[src/rtl/keypad_pkg.sv]
// ============================================================================
// Module      : keypad_pkg
// Description : Shared types, default constants and helpers for the 4x4
//               keypad scanner: FSM state encoding, key code map, column
//               drive pattern and row priority encoder.
// Revision    : 1.0 - initial release
// ============================================================================
`default_nettype none

package keypad_pkg;

    localparam int unsigned C_SCAN_PERIOD_DEFAULT     = 1000;
    localparam int unsigned C_DEBOUNCE_CYCLES_DEFAULT = 50000;

    typedef enum logic [1:0] {
        SCAN     = 2'd0,
        DEBOUNCE = 2'd1,
        HELD     = 2'd2,
        RELEASE  = 2'd3
    } state_t;

    // Hex code printed on the key at (row, col).
    function automatic logic [3:0] keymap(input logic [1:0] row, input logic [1:0] col);
        logic [3:0] code;
        case ({row, col})
            4'h0: code = 4'h1;
            4'h1: code = 4'h2;
            4'h2: code = 4'h3;
            4'h3: code = 4'hA;
            4'h4: code = 4'h4;
            4'h5: code = 4'h5;
            4'h6: code = 4'h6;
            4'h7: code = 4'hB;
            4'h8: code = 4'h7;
            4'h9: code = 4'h8;
            4'hA: code = 4'h9;
            4'hB: code = 4'hC;
            4'hC: code = 4'hE;
            4'hD: code = 4'h0;
            4'hE: code = 4'hF;
            default: code = 4'hD;
        endcase
        return code;
    endfunction

    // Index of the lowest-numbered row reading low; only called when at least one is low.
    function automatic logic [1:0] lowest_low_row(input logic [3:0] rows_n);
        logic [1:0] idx;
        idx = 2'd3;
        for (int i = 3; i >= 0; i--) begin
            if (!rows_n[i]) begin
                idx = 2'(i);
            end
        end
        return idx;
    endfunction

    // Active-low one-hot drive pattern for a column index.
    function automatic logic [3:0] col_drive(input logic [1:0] col);
        return ~(4'b0001 << col);
    endfunction

endpackage

`default_nettype wire

[src/rtl/keypad_scanner_sync2.sv]
// ============================================================================
// Module      : sync2
// Description : Multi-bit two-flop synchronizer for slow, independently
//               changing asynchronous levels (keypad rows).
// Revision    : 1.0 - initial release
// ============================================================================
`default_nettype none

module sync2 #(
    parameter int unsigned WIDTH     = 4,
    parameter logic [WIDTH-1:0] RESET_VAL = '1
) (
    input  logic             clk,
    input  logic             rst,
    input  logic [WIDTH-1:0] i_d,
    output logic [WIDTH-1:0] o_q
);

    logic [WIDTH-1:0] r_meta;
    logic [WIDTH-1:0] r_sync;

    // Two back-to-back flops; reset to the idle (released) level so no false press is seen.
    always_ff @(posedge clk) begin
        if (rst) begin
            r_meta <= RESET_VAL;
            r_sync <= RESET_VAL;
        end else begin
            r_meta <= i_d;
            r_sync <= r_meta;
        end
    end

    assign o_q = r_sync;

endmodule

`default_nettype wire

[src/rtl/keypad_scanner.sv]
// ============================================================================
// Module      : keypad_scanner
// Description : 4x4 keypad matrix scanner. Drives one column at a time,
//               debounces press and release of the detected key, pulses
//               key_valid once per accepted press and keeps the two most
//               recent key codes as display digits.
// Revision    : 1.0 - initial release
// ============================================================================
`default_nettype none

module keypad_scanner
    import keypad_pkg::*;
#(
    parameter int unsigned SCAN_PERIOD     = C_SCAN_PERIOD_DEFAULT,
    parameter int unsigned DEBOUNCE_CYCLES = C_DEBOUNCE_CYCLES_DEFAULT
) (
    input  logic       clk,
    input  logic       reset,
    input  logic [3:0] rows_n,
    output logic [3:0] cols_n,
    output logic [3:0] key,
    output logic       key_valid,
    output logic [3:0] digit0,
    output logic [3:0] digit1
);

    localparam int unsigned C_CNT_MAX = (SCAN_PERIOD > DEBOUNCE_CYCLES) ? SCAN_PERIOD
                                                                         : DEBOUNCE_CYCLES;
    localparam int unsigned C_CW      = $clog2(C_CNT_MAX);
    localparam logic [C_CW-1:0] C_SCAN_LAST = C_CW'(SCAN_PERIOD - 1);
    localparam logic [C_CW-1:0] C_DB_LAST   = C_CW'(DEBOUNCE_CYCLES - 1);

    logic [3:0]      w_rs_n;
    logic [1:0]      w_col_next;
    logic            w_row_high;
    logic [3:0]      w_code;

    state_t          r_state;
    logic [C_CW-1:0] r_cnt;
    logic [1:0]      r_col;
    logic [1:0]      r_row;
    logic [3:0]      r_cols_n;
    logic [3:0]      r_key;
    logic            r_key_valid;
    logic [3:0]      r_digit0;
    logic [3:0]      r_digit1;

    sync2 #(
        .WIDTH     (4),
        .RESET_VAL (4'hF)
    ) u_row_sync (
        .clk (clk),
        .rst (reset),
        .i_d (rows_n),
        .o_q (w_rs_n)
    );

    assign w_col_next = r_col + 2'd1;
    assign w_row_high = w_rs_n[r_row];
    assign w_code     = keymap(r_row, r_col);

    // Scan / debounce / hold / release FSM with its shared counter, column ring and digit shift.
    always_ff @(posedge clk) begin
        if (reset) begin
            r_state     <= SCAN;
            r_cnt       <= '0;
            r_col       <= 2'd0;
            r_row       <= 2'd0;
            r_cols_n    <= 4'b1110;
            r_key       <= 4'h0;
            r_key_valid <= 1'b0;
            r_digit0    <= 4'h0;
            r_digit1    <= 4'h0;
        end else begin
            r_key_valid <= 1'b0;
            case (r_state)
                SCAN: begin
                    if (r_cnt == C_SCAN_LAST) begin
                        r_cnt <= '0;
                        if (w_rs_n == 4'hF) begin
                            r_col    <= w_col_next;
                            r_cols_n <= col_drive(w_col_next);
                        end else begin
                            // Column stays driven; r_col already names the pressed column.
                            r_row   <= lowest_low_row(w_rs_n);
                            r_state <= DEBOUNCE;
                        end
                    end else begin
                        r_cnt <= r_cnt + C_CW'(1);
                    end
                end
                DEBOUNCE: begin
                    if (w_row_high) begin
                        // Glitch or too-short press: give up on this column and move on.
                        r_state  <= SCAN;
                        r_cnt    <= '0;
                        r_col    <= w_col_next;
                        r_cols_n <= col_drive(w_col_next);
                    end else if (r_cnt == C_DB_LAST) begin
                        r_state     <= HELD;
                        r_cnt       <= '0;
                        r_key       <= w_code;
                        r_digit1    <= r_digit0;
                        r_digit0    <= w_code;
                        r_key_valid <= 1'b1;
                    end else begin
                        r_cnt <= r_cnt + C_CW'(1);
                    end
                end
                HELD: begin
                    if (w_row_high) begin
                        r_state <= RELEASE;
                        r_cnt   <= '0;
                    end
                end
                RELEASE: begin
                    if (!w_row_high) begin
                        // Release bounce: the high run must restart from zero.
                        r_cnt <= '0;
                    end else if (r_cnt == C_DB_LAST) begin
                        r_state  <= SCAN;
                        r_cnt    <= '0;
                        r_col    <= w_col_next;
                        r_cols_n <= col_drive(w_col_next);
                    end else begin
                        r_cnt <= r_cnt + C_CW'(1);
                    end
                end
                default: begin
                    r_state <= SCAN;
                    r_cnt   <= '0;
                end
            endcase
        end
    end

    assign cols_n    = r_cols_n;
    assign key       = r_key;
    assign key_valid = r_key_valid;
    assign digit0    = r_digit0;
    assign digit1    = r_digit1;

endmodule

`default_nettype wire
[config.mk]
export PLATFORM = sky130hd
export DESIGN_NAME = keypad_scanner
export DESIGN_NICKNAME = d
export VERILOG_FILES = /design/src/rtl/keypad_pkg.sv /design/src/rtl/keypad_scanner_sync2.sv /design/src/rtl/keypad_scanner.sv
export SDC_FILE = /design/constraint.sdc
export NUM_CORES = 1
export LEC_CHECK = 0
export ABC_CLOCK_PERIOD_IN_PS = 2330
export CORE_MARGIN = 2
export CORE_UTILIZATION = 56
export CTS_CLUSTER_DIAMETER = 200
export DETAILED_ROUTE_END_ITERATION = 8
export PLACE_DENSITY = 0.79
export SLEW_MARGIN = 5
export SYNTH_ARGS = -nofsm -noshare
export SYNTH_HDL_FRONTEND = slang
export SYNTH_SLANG_ARGS = --single-unit
[constraint.sdc]
create_clock -name clk -period 2.33 [get_ports clk]
set_clock_uncertainty 0.05 [all_clocks]
set_input_delay 0.466 -clock clk [delete_from_list [all_inputs] [get_ports clk]]
set_output_delay 0.466 -clock clk [all_outputs]
set_load 0.02 [all_outputs]
==> impl_metrics.tcl <==
set metrics [dict create \
    clk_pin_slew_ns 0.07 \
    finalCritPeriodShare_pct 92.9 \
    fmax_ghz 0.462 \
    nFillCells 296 \
    cts_sinks 43 \
    tightest_slew_ns 0.516 \
    pwr-share-clk_pct 35.9 \
    clockRootBuffer "clkbuf_8" \
    grt.overflow.total 0 \
    final_cell_mix "43 x dfxtp_1, 23 x nor2_1, 22 x clkdlybuf4s50_1, 15 x mux2i_1, 12 x xor2_1" \
    setup-tns-final_ns 0 \
    p_int_w 0.00102 \
    cp_max_fo 16 \
    synth_top_family_by_area "simple AND/OR/NAND/NOR gates" \
    via_per_inst 5.33 \
    syn_area_mm2 0.00219 \
    drive_gt1_share_pct 21.5 \
    p_switching_w 0.000295 \
    clk_path_buf_depth 2 \
    start_kind "flip-flop" \
    insertion_delay_ns 0.30 \
    synth-seq-cells 43 \
    power.share.sequential_pct 57.6 \
    pin_count 23 \
    setup_viol 0 \
    synthToLayoutAreaGrowth_pct 15.6 \
    synth_warnings 0 \
    min_period_ns 2.16 \
    htreeDepth 2 \
    rsz0062_at_grt "false" \
    diodes 0 \
    hp-class "flip-flop to flip-flop" \
    worstPathRequired_ns 2.47 \
    wl_per_cell_um 12.6 \
    maxCapViolations 0 \
    final_cell_area_mm2 0.00253 \
    grt_start_max_net_pins 35 \
    swShare_pct 22.4 \
    post_cts_buffers 0 \
    cts_tree "done" \
    io_buffers 22 \
    critical_path_class "flip-flop to flip-flop" \
    synth_area_per_cell_um2 9.76 \
    grt_first_pass_wirelength_mm 6.21 \
    drv_slew 0 \
    drc 0 \
    total_power_w 0.00132 \
    syn_nets 238 \
    final_nets 261 \
    die-area_mm2 0.00442 \
    hold_viol 0 \
    worstPathArrival_ns 2.31 \
    postSynthCellCount 224 \
    dp_cells 288 \
    post_cts_resized 0 \
    die_w_um 66.5 \
    grt_antenna_before_repair 0 \
    seq_area_frac_synth_pct 39.4 \
    cts_made_buffers 5 \
    detail_route.wirelength_mm 3.71 \
    fp-row-count 22 \
    dpl_cell_area_mm2 0.00244 \
    vias 1571 \
    cts_hold_buf 0 \
    synthMuxAreaShare_pct 11.3 \
    slew_headroom_pct 65.3 \
    p_leak_nw 1.08 \
    gp_congestion 0.770 \
    synth_fa_ha_area_share_pct 4.58 \
    dr.pass1.iters 4 \
    ys.flop_type "dfxtp_1" \
    ant_nets 0 \
    synth_edf_count 0 \
    synth_compound_area_share_pct 5.78 \
    powerDensity_mw_per_mm2 522 \
    final_common_cell "dfxtp_1" \
    initial_core_util_pct 58.8 \
    stdcell_count 295 \
    first_global_vias 1382 \
    async_flop_share_pct 0 \
    die_h_um 66.5 \
    synth_xor_area_share_pct 5.61 \
    core_region_area_mm2 0.00372 \
    status "completed" \
    pwr-share-comb_pct 6.5 \
    yosys.area_share.simple_pct 27.5 \
    cp-end-kind "flip-flop" \
    dp_hpwl_mm 2.68 \
    grt_use_total_pct 18.8 \
    ir_worst_vdd_mv 0.332 \
    dr.first_iter.drc_count 102 \
    fin_util_pct 68.0 \
    synth_cell_type_count 53 \
]
power groups by stage:
stage / clock network [W] / registers [W] / logic, W
finish: 0.000473 / 0.000759 / 0.0000860
floorplan: 0 / 0.000775 / 0.0000647
global placement: 0 / 0.000776 / 0.0000849
detailed placement: 0 / 0.000776 / 0.0000869
CTS: 0.000487 / 0.000759 / 0.0000872
global route: 0.000517 / 0.000761 / 0.0000963
flip-flops by register name, indices dropped and copies added, names as in the netlist, named ones only:
| register | count |
|---|---|
| digit1 | 4 |
| digit0 | 4 |
| u_row_sync.o_q | 4 |
| cols_n | 4 |
| r_row | 2 |
| r_col | 2 |
| key_valid | 1 |
| u_row_sync.r_meta | 4 |
| r_cnt | 16 |
| r_state | 1 |
cell type report:
type / instances / area (µm²) / area share [%]
Multi-Input combinational cell: 161 / 1200 / 47.4
Clock inverter: 1 / 5.00 / 0.198
Inverter: 5 / 18.8 / 0.743
Clock buffer: 6 / 82.6 / 3.27
Tap cell: 48 / 60.1 / 2.38
Sequential cell: 43 / 861 / 34.1
Timing Repair Buffer: 31 / 300 / 11.9
layer usage:
metal	up-vias	global-route usage, %	part of all wire, %	wire length (µm)
li1	814	-	-	-
met1	717	25.5	51	1890
met2	33	28.2	44	1620
met3	7	5.07	3.8	142
met4	0	7.65	1.6	58
met5	-	0	0	0
metrics by stage:
stage,setup WS [ns],hold slack [ns]
6_report,0.166,0.360
5_1_grt,0.0685,0.366
4_1_cts,0.169,0.361
3_5_place_dp,0.177,0.342
3_3_place_gp,0.230,0.342
2_1_floorplan,0.179,0.339
cells in the mapped netlist (all sizes together) (3+ instances only):
master	number	area (µm²)
a21oi	7	35.0
and2	3	18.8
and3	3	21.3
and4	3	27.5
buf	7	66.3
clkbuf	7	30.0
dfxtp	43	861
ha	8	100
inv	5	18.8
mux2	4	52.6
mux2i	15	150
nand2	7	26.3
nand2b	3	18.8
nand3	7	47.6
nand4	10	62.6
nor2	33	149
nor2b	4	25.0
nor4	4	46.3
o21ai	4	23.8
or2	12	75.1
or3	3	20.0
xor2	12	105
critical path, stage by stage (launching register included):
cell and delay [ns]:
dfxtp_1 0.35, or4_4 0.53, nor4_4 0.40, buf_4 0.20, o21ai_2 0.07, a22oi_4 0.22
buf_12 0.18, nor2_1 0.06
worst paths after layout:
check                                    endpoint  slack [ns]  depth (start not counted)                  from
worst max-delay path                    r_cnt[14]        0.17                          7             r_cnt[13]
worst min-delay path            u_row_sync.o_q[0]        0.36                          1  u_row_sync.r_meta[0]
worst max register to register          r_cnt[14]        0.17                          7             r_cnt[13]
worst min register to register  u_row_sync.o_q[0]        0.36                          1  u_row_sync.r_meta[0]
cell families after synthesis:
logic type      count (synthesis)
simple gates                  100
flops                          43
mux                            21
buf+inv                        20
compound gates                 18
xor+xnor                       14
fa+ha+maj                       8
Power figures use the tool's default switching activity.
